===== config.mk =====
export PLATFORM = sky130hd
export DESIGN_NAME = i2s_rx_tdm
export DESIGN_NICKNAME = d
export VERILOG_FILES = /design/src/rtl/i2s_rx_tdm.sv
export SDC_FILE = /design/constraint.sdc
export NUM_CORES = 1
export LEC_CHECK = 0
export BUFFER_PORTS_ARGS = -buffer_cell sky130_fd_sc_hd__buf_4
export CORE_MARGIN = 4
export CORE_UTILIZATION = 53
export CTS_CLUSTER_DIAMETER = 50
export DETAILED_ROUTE_END_ITERATION = 10
export PLACE_DENSITY = 0.76
export SLEW_MARGIN = 10
export SYNTH_ARGS = -nofsm -noshare
export SYNTH_HDL_FRONTEND = slang
export SYNTH_SLANG_ARGS = --single-unit

===== constraint.sdc =====
create_clock -name i2s_bclk -period 4.55 [get_ports i2s_bclk]
set_clock_uncertainty 0.1 [all_clocks]
set_input_delay 0.91 -clock i2s_bclk [delete_from_list [all_inputs] [get_ports i2s_bclk]]
set_output_delay 0.91 -clock i2s_bclk [all_outputs]
set_load 0.01 [all_outputs]

===== src/rtl/i2s_rx_tdm.sv =====
// rtl/i2s_rx_tdm.sv - I2S/TDM serial audio receiver with per-channel capture and short-slot detection.
// Optional per-channel signal detect is enabled by defining I2S_RX_TDM_DETECT_EN.
module i2s_rx_tdm #(
    parameter int DATA_W        = 24,
    parameter int SLOT_W        = 32,
    parameter int NUM_CH        = 2,
    parameter int TDM           = 0,
    parameter int DETECT_THRESH = 1024,
    parameter int DETECT_W      = 4
) (
    input  logic                     i2s_bclk,
    input  logic                     rst,
    input  logic                     i2s_wclk,
    input  logic                     din,
    output logic [NUM_CH*DATA_W-1:0] data_out,
    output logic                     data_valid,
    output logic [NUM_CH-1:0]        ch_detect,
    output logic                     frame_err
);

    localparam int NCH   = (TDM != 0) ? NUM_CH : 2;
    localparam int CH_W  = $clog2(NUM_CH);
    localparam int CNT_W = $clog2(SLOT_W + 1);

    localparam logic [CNT_W-1:0] CNT_MAX   = '1;
    localparam logic [CNT_W-1:0] DATA_LAST = CNT_W'(DATA_W - 1);
    localparam logic [CNT_W-1:0] SLOT_LAST = CNT_W'(SLOT_W - 1);
    localparam logic [CH_W-1:0]  CH_LAST   = CH_W'(NCH - 1);

    logic                     r_wclk_lat;
    logic [CNT_W-1:0]         r_bit_cnt;
    logic [CH_W-1:0]          r_ch;
    logic [DATA_W-2:0]        r_shift;
    logic [NUM_CH*DATA_W-1:0] r_data_out;
    logic                     r_data_valid;
    logic                     r_frame_err;

    logic                     w_edge;
    logic                     w_start;
    logic                     w_capture;
    logic                     w_commit;
    logic [DATA_W-1:0]        w_sample;

    assign w_edge    = (i2s_wclk != r_wclk_lat);
    // TDM frames start only on a rising word clock; I2S starts a slot on either edge
    assign w_start   = (TDM != 0) ? (w_edge && i2s_wclk) : w_edge;
    assign w_capture = !w_start && (r_bit_cnt <= DATA_LAST);
    assign w_commit  = w_capture && (r_bit_cnt == DATA_LAST);
    assign w_sample  = {r_shift, din};

    always_ff @(posedge i2s_bclk) begin
        if (rst) begin
            r_wclk_lat   <= 1'b0;
            r_bit_cnt    <= CNT_MAX;
            r_ch         <= '0;
            r_shift      <= '0;
            r_data_out   <= '0;
            r_data_valid <= 1'b0;
            r_frame_err  <= 1'b0;
        end else begin
            r_wclk_lat   <= i2s_wclk;
            r_data_valid <= 1'b0;
            r_frame_err  <= 1'b0;
            if (w_start) begin
                r_frame_err <= (r_bit_cnt <= DATA_LAST);
                r_bit_cnt   <= '0;
                r_ch        <= (TDM != 0) ? '0 : CH_W'(i2s_wclk);
            end else if (r_bit_cnt != CNT_MAX) begin
                if (w_capture) begin
                    r_shift <= w_sample[DATA_W-2:0];
                end
                if (w_commit) begin
                    r_data_out[r_ch*DATA_W +: DATA_W] <= w_sample;
                    r_data_valid <= (r_ch == CH_LAST);
                end
                if ((TDM != 0) && (r_bit_cnt == SLOT_LAST)) begin
                    if (r_ch == CH_LAST) begin
                        r_bit_cnt <= CNT_MAX;
                    end else begin
                        r_ch      <= r_ch + 1'b1;
                        r_bit_cnt <= '0;
                    end
                end else begin
                    r_bit_cnt <= r_bit_cnt + 1'b1;
                end
            end
        end
    end

    assign data_out   = r_data_out;
    assign data_valid = r_data_valid;
    assign frame_err  = r_frame_err;

`ifdef I2S_RX_TDM_DETECT_EN
    localparam logic signed [32:0] THR_P = 33'(DETECT_THRESH);
    localparam logic signed [32:0] THR_N = -THR_P;

    logic signed [32:0]  w_sample_ext;
    logic                w_active;
    logic [DETECT_W-1:0] r_quiet [NUM_CH];
    logic [NUM_CH-1:0]   r_ch_detect;

    assign w_sample_ext = {{(33-DATA_W){w_sample[DATA_W-1]}}, w_sample};
    assign w_active     = (w_sample_ext >= THR_P) || (w_sample_ext <= THR_N);

    // Quiet counter holds at its maximum so detect stays low until an active sample
    always_ff @(posedge i2s_bclk) begin
        if (rst) begin
            for (int i = 0; i < NUM_CH; i++) begin
                r_quiet[i] <= '0;
            end
            r_ch_detect <= '1;
        end else if (w_commit) begin
            if (w_active) begin
                r_quiet[r_ch]     <= '0;
                r_ch_detect[r_ch] <= 1'b1;
            end else if (r_quiet[r_ch] == '1) begin
                r_ch_detect[r_ch] <= 1'b0;
            end else begin
                r_quiet[r_ch] <= r_quiet[r_ch] + 1'b1;
            end
        end
    end

    assign ch_detect = r_ch_detect;
`else
    assign ch_detect = '1;
`endif

endmodule


# --- Word-level counts from Yosys, hierarchy flattened ---
# Index checks and enable logic that the tools add are counted.
op_classes:
  div_mod_pow: 0
  eq_ne: 3
  order_cmp: 1
  muxes: 3
  bitwise: 3
  multipliers: 1
  addsub: 2
  n_reduce_logical: 8
  n_shift: 2
ops:
  columns: ["op", "count"]
  rows:
  - ["48-bit bitwise mux", 1]
  - ["24-bit by 34-bit variable shift with 48-bit output (first input constant)", 1]
  - ["24-bit by 34-bit variable part select with 48-bit output", 1]
  - ["6-bit negation with 34-bit output", 1]
  - ["6-bit 2-to-1 mux", 2]
  - ["6-bit by 1-bit adder with 6-bit output (second input constant)", 1]
  - ["6-bit by 5-bit equality test with 1-bit output (second input constant)", 1]
  - ["6-bit by 5-bit <= comparator with 1-bit output (second input constant)", 1]
  - ["6-bit inequality test (second input constant)", 1]
  - ["3-bit AND reduction", 2]
  - ["4-bit OR reduction", 1]
  - ["1-bit by 2-bit multiplier with 3-bit output (second input constant)", 1]
  - ["1-bit inverter", 3]
  - ["1-bit logical AND", 2]
  - ["2-bit nonzero test", 1]
  - ["2-bit OR reduction", 1]
  - ["1-bit zero test", 1]
  - ["1-bit inequality test", 1]
totals:
  out_inout_bits: 52
  memories: 0
  register_bits: 81
  romBits: 0
  latchBits: 0
  in_bits: 4
  wordCells: 30
  mem_bits_rw: 0

# --- Depth between registers and ports, before layout ---
logic_depth:
  ltp_word: 6
  depth_mapped: 6
  ltp_nobuf: 4

# --- Worst setup path after synthesis ---
# OpenSTA, ideal clock, no wires.
synth_path:
  kind: "input to register"
  startpoint: "input i2s_wclk"
  endpoint: "register r_data_out[30] (netlist: data_out[30])"
  stages: 5
  n_path_buf: 2
  setup_ns: 0.118
  t_arrival_ns: 2.058
  slack_ns: 2.274
  path_cell_list: "xor2_2 or4b_1 buf_6 buf_12 mux2i_1"
synth_via:
  elab_chain_len: 5
synth_rtl:
  columns: ["item", "line", "source"]
  rows:
  - ["from (decl)", "13", "input logic i2s_wclk,"]
  - ["1-bit inequality test *", "44", "assign w_edge = (i2s_wclk != r_wclk_lat);"]
  - ["1-bit zero test", "47", "assign w_capture = !w_start && (r_bit_cnt <= DATA_LAST);"]
  - ["1-bit logical AND", "47", null]
  - ["1-bit logical AND", "48", "assign w_commit = w_capture && (r_bit_cnt == DATA_LAST);"]
  - ["3-bit AND reduction (no source line) *", null, null]
  - ["to (signal, indexed assignment)", "73", "r_data_out[r_ch*DATA_W +: DATA_W] <= w_sample;"]
  - ["to (decl)", "34", "logic [NUM_CH*DATA_W-1:0] r_data_out;"]
# Every way passes the cells marked *; elsewhere a longest branch is shown, timed or not.
# A chain may end at the register's enable or synchronous reset.

# --- Worst setup path after layout ---
layout_path:
  startpoint: "input i2s_wclk"
  endpoint: "register r_data_out[26] (netlist: data_out[26])"
# The elaborated chain is that of the path after synthesis.

==> out/qor.csv <==
stage;metric;value;unit
outcome;status;finished clean;
final_layout;n_antenna_cell;0;
final_layout;fin_util;0.648;
sta;fin_crit;2.89;ns
global_route;grt_pass1_vias;2251;
clock_network;cts_buffer_depth;2;
final_layout;area_growth;17.0;%
sta;tightest_slew;1.08;ns
synthesis;synth_area_per_cell;9.87;µm²
sta;slew_headroom;0.277;
critical_path;cp_data_required_time;4.72;ns
power;leakage;1.57;nW
final_layout;nets;383;
power;p_total;1.29;mW
global_route;grt_pass1_wl;10100;µm
clock_network;cts_tree;done;
floorplanning;ios;56;
floorplanning;dieArea;7620;µm²
drt;ant_nets;0;
synthesis;ys_warn_count;0;
critical_path;end_kind;register;
drt;first_iter_violations;170;
sta;slew_viol_final;0;
clock_network;ctsHoldBuffers;0;
synthesis;netlist_area;3330;µm²
final_layout;finalNonFillerCells;458;
synthesis;synth_cells;338;
clock_network;clk_latency;0.34;ns
placement;dp.cells;442;
synthesis;synth_seq_area_share;0.486;
placement;io_buffers;53;
critical_path;endpoint;data_out[26];
final_layout;regArea;1620;µm²
clock_network;numCtsBuffers;9;
critical_path;cp-start-kind;primary input;
power;power_density;330;nW/µm²
global_route;busiest_layer;met2;
synthesis;ys_ff_latch;81;
power;ir_worst_vdd;0.000282;V
global_route;met3_usage;0.0445;
placement;place_congestion;0.713;
sta;holdWs;0.374;ns
power;internal_power;0.973;mW
critical_path;reg2regPathDepth;4;
global_route;grt_overflow_total;0;
final_layout;multiInputGateArea;1570;µm²
placement;dp_hpwl;3930;µm
clock_network;post_cts_resize_count;0;
critical_path;worst-setup-path-type;in -> reg;
clock_network;htree_num_levels;3;
worst_hold_path;hold_class;reg -> reg;
drt;vias;2454;
floorplanning;die_y;87.3;µm
sta;rsz0062_at_grt;false;
sta;setup_viol;0;
flow_run;cap_violations;0;
floorplanning;rows;28;
power;switchingPower;0.314;mW
power;power_frac_comb;0.068;
critical_path;crit_arrival;3.06;ns
power;seq_power_share;0.568;
power;p_sw_frac;0.244;
floorplanning;die_w;87.3;µm
floorplanning;initial_utilization;0.553;
drt;wl_per_cell;13.4;µm
sta;min_period_over_period;0.635;
sta;setup_tns;0;ns
final_layout;layout_common_cells;dfxtp_1, nand2b_1, buf_4;
drt;drc_errors;0;
clock_network;path_clk_slew;0.07;ns
drt;drt_wl_total;6130;µm
sta;final_hold_viol_count;0;
critical_path;r2r-end;data_out[26];
global_route;grt_max_degree;106;
clock_network;clock_sinks;81;
drt;dr.pass1.iters;4;
critical_path;rr_startpoint;r_wclk_lat;
final_layout;drive_above_1_share;0.198;
global_route;grtUsageTotal;0.166;
global_route;grt_use_met1;0.213;
critical_path;rrSetupSlack;1.94;ns
global_route;antenna_found_initial;0;
sta;fmax;346;MHz
clock_network;clockRootBuffer;clkbuf_8;
critical_path;startpoint;i2s_wclk;
floorplanning;placeableCoreArea;6030;µm²
drt;avgViaCountPerCell;5.36;
clock_network;cts_setup_buffers;0;
power;pwr-share-clk;0.365;
synthesis;synth.distinct_cells;34;
critical_path;crit_fanout;28;
final_layout;num-fill-cells;515;
final_layout;layout_commonest_cell;dfxtp_1;
global_route;use_met2;0.261;
cell type report:
cell class                 instances  area share
sequential                        81       0.416
multi-input combinational        228       0.401
clock inverter                     5     0.00769
clock buffer                      11      0.0388
inverter                           2     0.00192
tap                               75      0.0240
timing repair buffer              56       0.111
power groups by stage:
stage | clock network (mW) | logic, mW | registers (mW)
finish | 0.469 | 0.0869 | 0.730
global route | 0.512 | 0.0951 | 0.732
CTS | 0.482 | 0.0866 | 0.730
detailed placement | 0 | 0.0867 | 0.747
global placement | 0 | 0.0845 | 0.746
floorplan | 0 | 0.0732 | 0.741
state kept, by name (all words and copies together), names as in the netlist:
signal and cells:
r_ch 1, r_wclk_lat 1, frame_err 1, r_shift 23, data_valid 1, data_out 48
r_bit_cnt 6
worst min path at each step:
| stage | startpoint | endpoint | slack [ns] | depth (start not counted) |
|---|---|---|---|---|
| global route | data_out[2] | data_out[2] | 0.39 | 2 |
| detailed placement | data_out[1] | data_out[1] | 0.36 | 2 |
| CTS | data_out[15] | data_out[15] | 0.38 | 2 |
| global placement | data_out[3] | data_out[3] | 0.36 | 2 |
| floorplan | r_shift[9] | r_shift[10] | 0.35 | 2 |
| finish | data_out[3] | data_out[3] | 0.37 | 2 |
synthesized netlist by cell type:
library cell,n,share of area
a311oi_1,1,0.0026
and2_1,1,0.0019
nand3_1,23,0.035
clkbuf_1,20,0.023
a211o_1,1,0.0026
nor3_1,1,0.0015
and4_1,3,0.0079
nor2b_1,1,0.0019
a31oi_1,1,0.0019
or4b_1,1,0.0030
buf_12,2,0.012
a21o_1,2,0.0045
inv_1,2,0.0023
nor4_4,1,0.0064
conb_1,1,0.0011
a21oi_1,28,0.042
nand4_1,1,0.0019
nand4b_1,1,0.0026
o21ai_0,26,0.039
xnor2_1,1,0.0026
buf_2,2,0.0030
o21bai_1,2,0.0045
buf_1,1,0.0011
ha_1,1,0.0038
buf_6,1,0.0034
mux2i_1,48,0.14
buf_4,2,0.0045
and3_1,1,0.0019
dfxtp_1,81,0.49
xor2_2,1,0.0049
a311o_1,2,0.0060
nor2_1,3,0.0034
nand2b_1,72,0.14
nand2_1,3,0.0034
cell families (layout without fill, tap and decap cells):
group / count (synthesis) / count (layout) / synth area share
AO/OA/AOI/OAI: 63 / 63 / 0.103
XOR/XNOR: 2 / 2 / 0.00751
adder cells (fa/ha/maj): 1 / 1 / 0.00375
buffers and inverters: 30 / 74 / 0.0488
flip-flops: 81 / 81 / 0.486
multiplexers: 48 / 48 / 0.144
other: 1 / 2 / 0.00112
AND/OR/NAND/NOR: 112 / 112 / 0.205
critical path, stage by stage:
cell and delay, ns:
buf_4 0.14, xor2_2 0.86, or4b_1 0.69, buf_12 0.25
mux2i_1 0.20
metal layers:
layer	wire, µm	up-vias
li1	-	1244
met1	2760	1149
met2	2920	52
met3	327	9
met4	110	0
met5	0	-
through the flow:
step,setup slack (ns),cell area [µm²]
final,1.66,3900
after global routing,1.50,3900
after CTS,1.70,3900
after detailed placement,1.30,3720
after global placement,1.34,3720
after floorplan,2.27,3340
No activity file was read; power rests on OpenSTA's default activity.
